## config.mk

```make
export PLATFORM = sky130hd
export DESIGN_NAME = conv_window_feeder
export DESIGN_NICKNAME = d
export VERILOG_FILES = /design/src/rtl/conv_window_feeder.sv
export SDC_FILE = /design/constraint.sdc
export NUM_CORES = 1
export LEC_CHECK = 0
export CAP_MARGIN = 10
export CORE_ASPECT_RATIO = 0.8
export CORE_UTILIZATION = 32
export DETAILED_ROUTE_END_ITERATION = 8
export GPL_ROUTABILITY_DRIVEN = 0
export GPL_TIMING_DRIVEN = 0
export HOLD_SLACK_MARGIN = 0.15
export MAX_ROUTING_LAYER = met4
export SYNTH_ARGS = -nofsm -noshare
export SYNTH_HDL_FRONTEND = slang
export SYNTH_SLANG_ARGS = --single-unit
```

## constraint.sdc

```tcl
create_clock -name i_clk -period 4.9 [get_ports i_clk]
set_clock_uncertainty 0.2 [all_clocks]
set_input_delay 0.98 -clock i_clk [delete_from_list [all_inputs] [get_ports i_clk]]
set_output_delay 0.98 -clock i_clk [all_outputs]
set_load 0.02 [all_outputs]
```

## src/rtl/conv_window_feeder.sv

```systemverilog
`default_nettype none
// ============================================================================
// Module   : conv_window_feeder
// Captures one raster-order frame, then replays every interior 3x3 window
// as a 9-byte serial burst followed by GAP idle cycles.
// Revision : 1.0 - initial release
// ============================================================================
module conv_window_feeder #(
  parameter int IMG_W = 8,
  parameter int IMG_H = 8,
  parameter int GAP   = 2
) (
  input  logic       i_clk,
  input  logic       i_rst,
  input  logic       i_valid,
  input  logic [7:0] i_data,
  output logic       o_ready,
  output logic [7:0] o_data,
  output logic       o_valid,
  output logic       o_busy,
  output logic       o_done,
  output logic       o_err
);

  localparam int c_depth = IMG_W * IMG_H;
  localparam int c_aw    = $clog2(c_depth);
  localparam int c_cw    = $clog2(IMG_W);
  localparam int c_rw    = $clog2(IMG_H);
  localparam int c_gw    = $clog2(GAP + 1);

  typedef enum logic [1:0] {
    S_IDLE   = 2'd0,
    S_LOAD   = 2'd1,
    S_STREAM = 2'd2,
    S_GAP    = 2'd3
  } state_t;

  state_t          r_state;
  logic [7:0]      r_mem [c_depth];
  logic [c_aw-1:0] r_wptr;
  logic [c_aw-1:0] r_base;
  logic [c_aw-1:0] r_tap;
  logic [c_cw-1:0] r_col;
  logic [c_rw-1:0] r_row;
  logic [1:0]      r_kc;
  logic [1:0]      r_kr;
  logic [c_gw-1:0] r_gcnt;

  logic            w_wr;
  logic            w_rd;
  logic            w_last_win;
  logic [c_aw-1:0] w_next_base;
  logic [c_gw-1:0] w_gap_end;

  assign w_wr        = i_valid & o_ready;
  assign w_rd        = (r_state == S_STREAM);
  assign w_last_win  = (r_row == c_rw'(IMG_H - 3)) && (r_col == c_cw'(IMG_W - 3));
  // End of a row of windows jumps the origin to column 0 of the next row.
  assign w_next_base = (r_col == c_cw'(IMG_W - 3)) ? r_base + c_aw'(3) : r_base + c_aw'(1);
  // The final window holds one extra cycle so its idle run at the output is a full GAP.
  assign w_gap_end   = w_last_win ? c_gw'(GAP) : c_gw'(GAP - 1);

  always_ff @(posedge i_clk) begin
    if (w_wr && !i_rst) begin
      r_mem[r_wptr] <= i_data;
    end
  end

  always_ff @(posedge i_clk) begin
    if (i_rst) begin
      o_valid <= 1'b0;
      o_data  <= 8'd0;
    end else begin
      o_valid <= w_rd;
      o_data  <= w_rd ? r_mem[r_tap] : 8'd0;
    end
  end

  always_ff @(posedge i_clk) begin
    if (i_rst) begin
      r_state <= S_IDLE;
      o_ready <= 1'b1;
      o_busy  <= 1'b0;
      o_done  <= 1'b0;
      o_err   <= 1'b0;
      r_wptr  <= '0;
      r_base  <= '0;
      r_tap   <= '0;
      r_row   <= '0;
      r_col   <= '0;
      r_kc    <= '0;
      r_kr    <= '0;
      r_gcnt  <= '0;
    end else begin
      o_done <= 1'b0;
      if (i_valid && !o_ready) begin
        o_err <= 1'b1;
      end
      case (r_state)
        S_IDLE: begin
          r_base <= '0;
          r_tap  <= '0;
          r_row  <= '0;
          r_col  <= '0;
          r_kc   <= '0;
          r_kr   <= '0;
          if (i_valid) begin
            r_wptr  <= c_aw'(1);
            r_state <= S_LOAD;
          end else begin
            r_wptr <= '0;
          end
        end
        S_LOAD: begin
          if (i_valid) begin
            if (r_wptr == c_aw'(c_depth - 1)) begin
              r_state <= S_STREAM;
              o_ready <= 1'b0;
              o_busy  <= 1'b1;
              r_wptr  <= '0;
            end else begin
              r_wptr <= r_wptr + c_aw'(1);
            end
          end
        end
        S_STREAM: begin
          if (r_kc == 2'd2) begin
            r_kc <= '0;
            if (r_kr == 2'd2) begin
              r_kr    <= '0;
              r_gcnt  <= '0;
              r_state <= S_GAP;
            end else begin
              r_kr  <= r_kr + 2'd1;
              r_tap <= r_tap + c_aw'(IMG_W - 2);
            end
          end else begin
            r_kc  <= r_kc + 2'd1;
            r_tap <= r_tap + c_aw'(1);
          end
        end
        S_GAP: begin
          if (r_gcnt == w_gap_end) begin
            if (w_last_win) begin
              r_state <= S_IDLE;
              o_ready <= 1'b1;
              o_busy  <= 1'b0;
              o_done  <= 1'b1;
            end else begin
              r_state <= S_STREAM;
              r_base  <= w_next_base;
              r_tap   <= w_next_base;
              if (r_col == c_cw'(IMG_W - 3)) begin
                r_col <= '0;
                r_row <= r_row + c_rw'(1);
              end else begin
                r_col <= r_col + c_cw'(1);
              end
            end
          end else begin
            r_gcnt <= r_gcnt + c_gw'(1);
          end
        end
        default: r_state <= S_IDLE;
      endcase
    end
  end

endmodule
`default_nettype wire
```

==> metrics.txt <==
status finished, violations left; failing checks design-rule violations; Sequential Power Share 0.526; largest net degree at the start of global routing 49; unrepaired setup endpoints after global routing no; placed cell count approximately 2200; syn_area_per_cell about 18 um^2; Yosys reg bits approximately 560; PnR worst setup slack between 900 and 1000 ps; H-tree Lvls 2; count of different cell masters after synthesis approximately 70; setup slack at placement between 300 and 400 ps; Remaining DRCs 1; Critical Path RT 4920 ps; port bufs 23; CP Capture Type flop; CTS tree built; Post-Syn Area between 20000 and 25000 um^2; Final period util 0.798; global-route wire length before repair between 80 and 90 mm; FMAX 0.256 GHz; post-cts sizing count 0; area of the core roughly 69000 um^2; clk root buf clkbuf_16; Rows between 80 and 90; Clock Tree Buf Depth 3; clock sinks 557; setup tns final 0 ps; Tightest Pin Transition roughly 960 ps; post-DR vias/cell about 5.3; total CTS buffers 53; commonest cells after routing, fill and taps aside edfxtp_1, nor2_1, mux4_2; Synthesis Warnings 0; area fraction of the dominant cell type after synthesis 0.691; Antenna Cells 0; starting density of the core 0.323; worst reg-to-reg path cell count 7; ys flop type edfxtp_1; Clock Latency Late Sink roughly 600 ps; GRT Util Overall 0.171; number of flops mapped to enable cells by yosys just over 500; Post-Route WL 59.0 mm; Final ANT Viol Nets 0; Post-DP HPWL roughly 40 mm; Chip Height roughly 240 um; pwr/cell area between 300 and 400 nW/um^2; die area about 71000 um^2; R2R setup slack 1190 ps; minimum clock period after layout roughly 3900 ps; Fin. Hold Viols 0; Hold Crit Depth 2; Synth Instances 1261; die width 297 um; crit start category input port; share of cells above drive strength 1 0.184; Max Cap Viol 0; antenna violations before repair 2; Sw Ratio 0.197; Final #Nets between 1000 and 1500; dominant cells by area after synthesis edfxtp_1, mux4_2, dfxtp_1; critical path type input port to flop; Critical R2R Capture o_data[3]$_SDFF_PP0_; asr flop ratio synth 0; Hold WC Path Type flop to flop; P_sw 1.94 mW; First-pass DRT Iterations 7; critical path arrival 3930 ps; P_leak ~7.8 nW; vias in the first global route 12139; Pint between 7 and 8 mW; Slew Viols, Final 0; HP Start o_busy$_SDFFE_PP0P_; worst hold endpoint o_busy$_SDFFE_PP0P_; peak supply drop approximately 0.00026 V; synthesis-to-finish area growth 15.5%; DR WL/cell ~25 um; Non-Filler Instances 2315; RR Startpoint r_tap[1]$_SDFFE_PP0P_; postcts setup bufs 0; final setup vio count 0; Final Power between 9 and 10 mW; number of I/O pins 24; Synth Net Count approximately 1300; clock-pin transition on the worst setup and hold timing paths 60 ps; Crit Path Max Fanout 10; commonest non-fill, non-tap cell in the layout edfxtp_1; gr ovfl total 0; 1st-iter DRT viols approximately 1400; Comb power frac 0.019; Rel. slew slack 0.357; CTS Hold Buffers Added 0; Clk pwr share 0.456; sequential-to-total area share from yosys stat 0.732; total number of vias about 12000; Yosys top cell by area edfxtp_1
==> worst max path at each step <==
stage	cells past startpoint	slack [ps]	startpoint	to
6_report	5	990	i_rst	r_mem[38][0]$_DFFE_PP_
5_1_grt	5	920	i_rst	r_mem[38][6]$_DFFE_PP_
4_1_cts	5	970	i_rst	r_mem[14][0]$_DFFE_PP_
3_5_place_dp	5	310	i_rst	r_mem[38][3]$_DFFE_PP_
3_3_place_gp	5	390	i_rst	r_mem[38][3]$_DFFE_PP_
2_1_floorplan	4	2180	i_rst	r_mem[62][0]$_DFFE_PP_
==> synthesized netlist by cell type, drive strengths merged (8+ instances only) <==
library cell / instances
mux2i: 78
mux4: 91
nand3: 15
o22ai: 15
a22oi: 17
o221ai: 12
dfxtp: 45
a211oi: 16
mux2: 14
clkbuf: 33
nor2: 102
o21ai: 30
a21oi: 45
nand2: 53
buf: 40
and2: 8
edfxtp: 512
nor3: 8
nor2b: 13
==> critical path: stages <==
cell and delay, ps:
clkdlybuf4s50_1 520, clkbuf_1 280, nor3_1 520, nand3_1 700
nor2_1 920
==> per-layer routing <==
layer / vias to the layer above / track usage / part of all wire
met5: - / - / 0
met4: 0 / 0.0521 / 0.027
met3: 97 / 0.0405 / 0.097
met2: 592 / 0.241 / 0.43
met1: 6425 / 0.243 / 0.45
li1: 5237 / - / -
==> registers in the layout, indices dropped and copies added, names as in the netlist <==
signal   flops
r_tap        6
r_kr         2
r_kc         2
o_ready      1
o_valid      1
o_data       8
r_col        3
o_busy       1
r_state      2
r_wptr       6
r_gcnt       2
r_row        3
r_mem      512
r_base       6
o_done       1
o_err        1
==> power groups by stage <==
stage	clock network, mW	logic (mW)	registers [mW]
finish	4.50	0.184	5.19
detailed placement	0	0.182	5.29
global route	4.74	0.195	5.19
global placement	0	0.163	5.31
floorplan	0	0.0556	5.29
CTS	4.56	0.183	5.19
==> cell families after synthesis <==
family,Yosys count,synth area share
buffers and inverters,80,0.0185
AOI/OAI and AO/OA,185,0.0563
and+or+nand+nor,240,0.0513
adders and majority gates,9,0.00484
DFF,557,0.732
xor gates and xnor gates,7,0.00276
muxes,183,0.134
==> metrics by stage <==
stage / utilization / instance area (um^2) / hold slack [ps]
6_report: 0.373 / 25700 / 267
5_1_grt: 0.373 / 25700 / 306
4_1_cts: 0.373 / 25700 / 267
3_5_place_dp: 0.345 / 23800 / 261
3_3_place_gp: 0.344 / 23600 / 253
2_1_floorplan: - / 22200 / 246
==> cell type report <==
type                    instances  area (um^2)
plain buffers                  73          385
clock buffers                  70         1470
clock inverters                29          457
fillers                      6318        43100
inverters                       7         26.3
multi-input cells             624         5550
flip-flops and latches        557        16300
well taps                     924         1160
repair buffers                 31          358
Note: power is estimated with default switching activity, not from simulation.
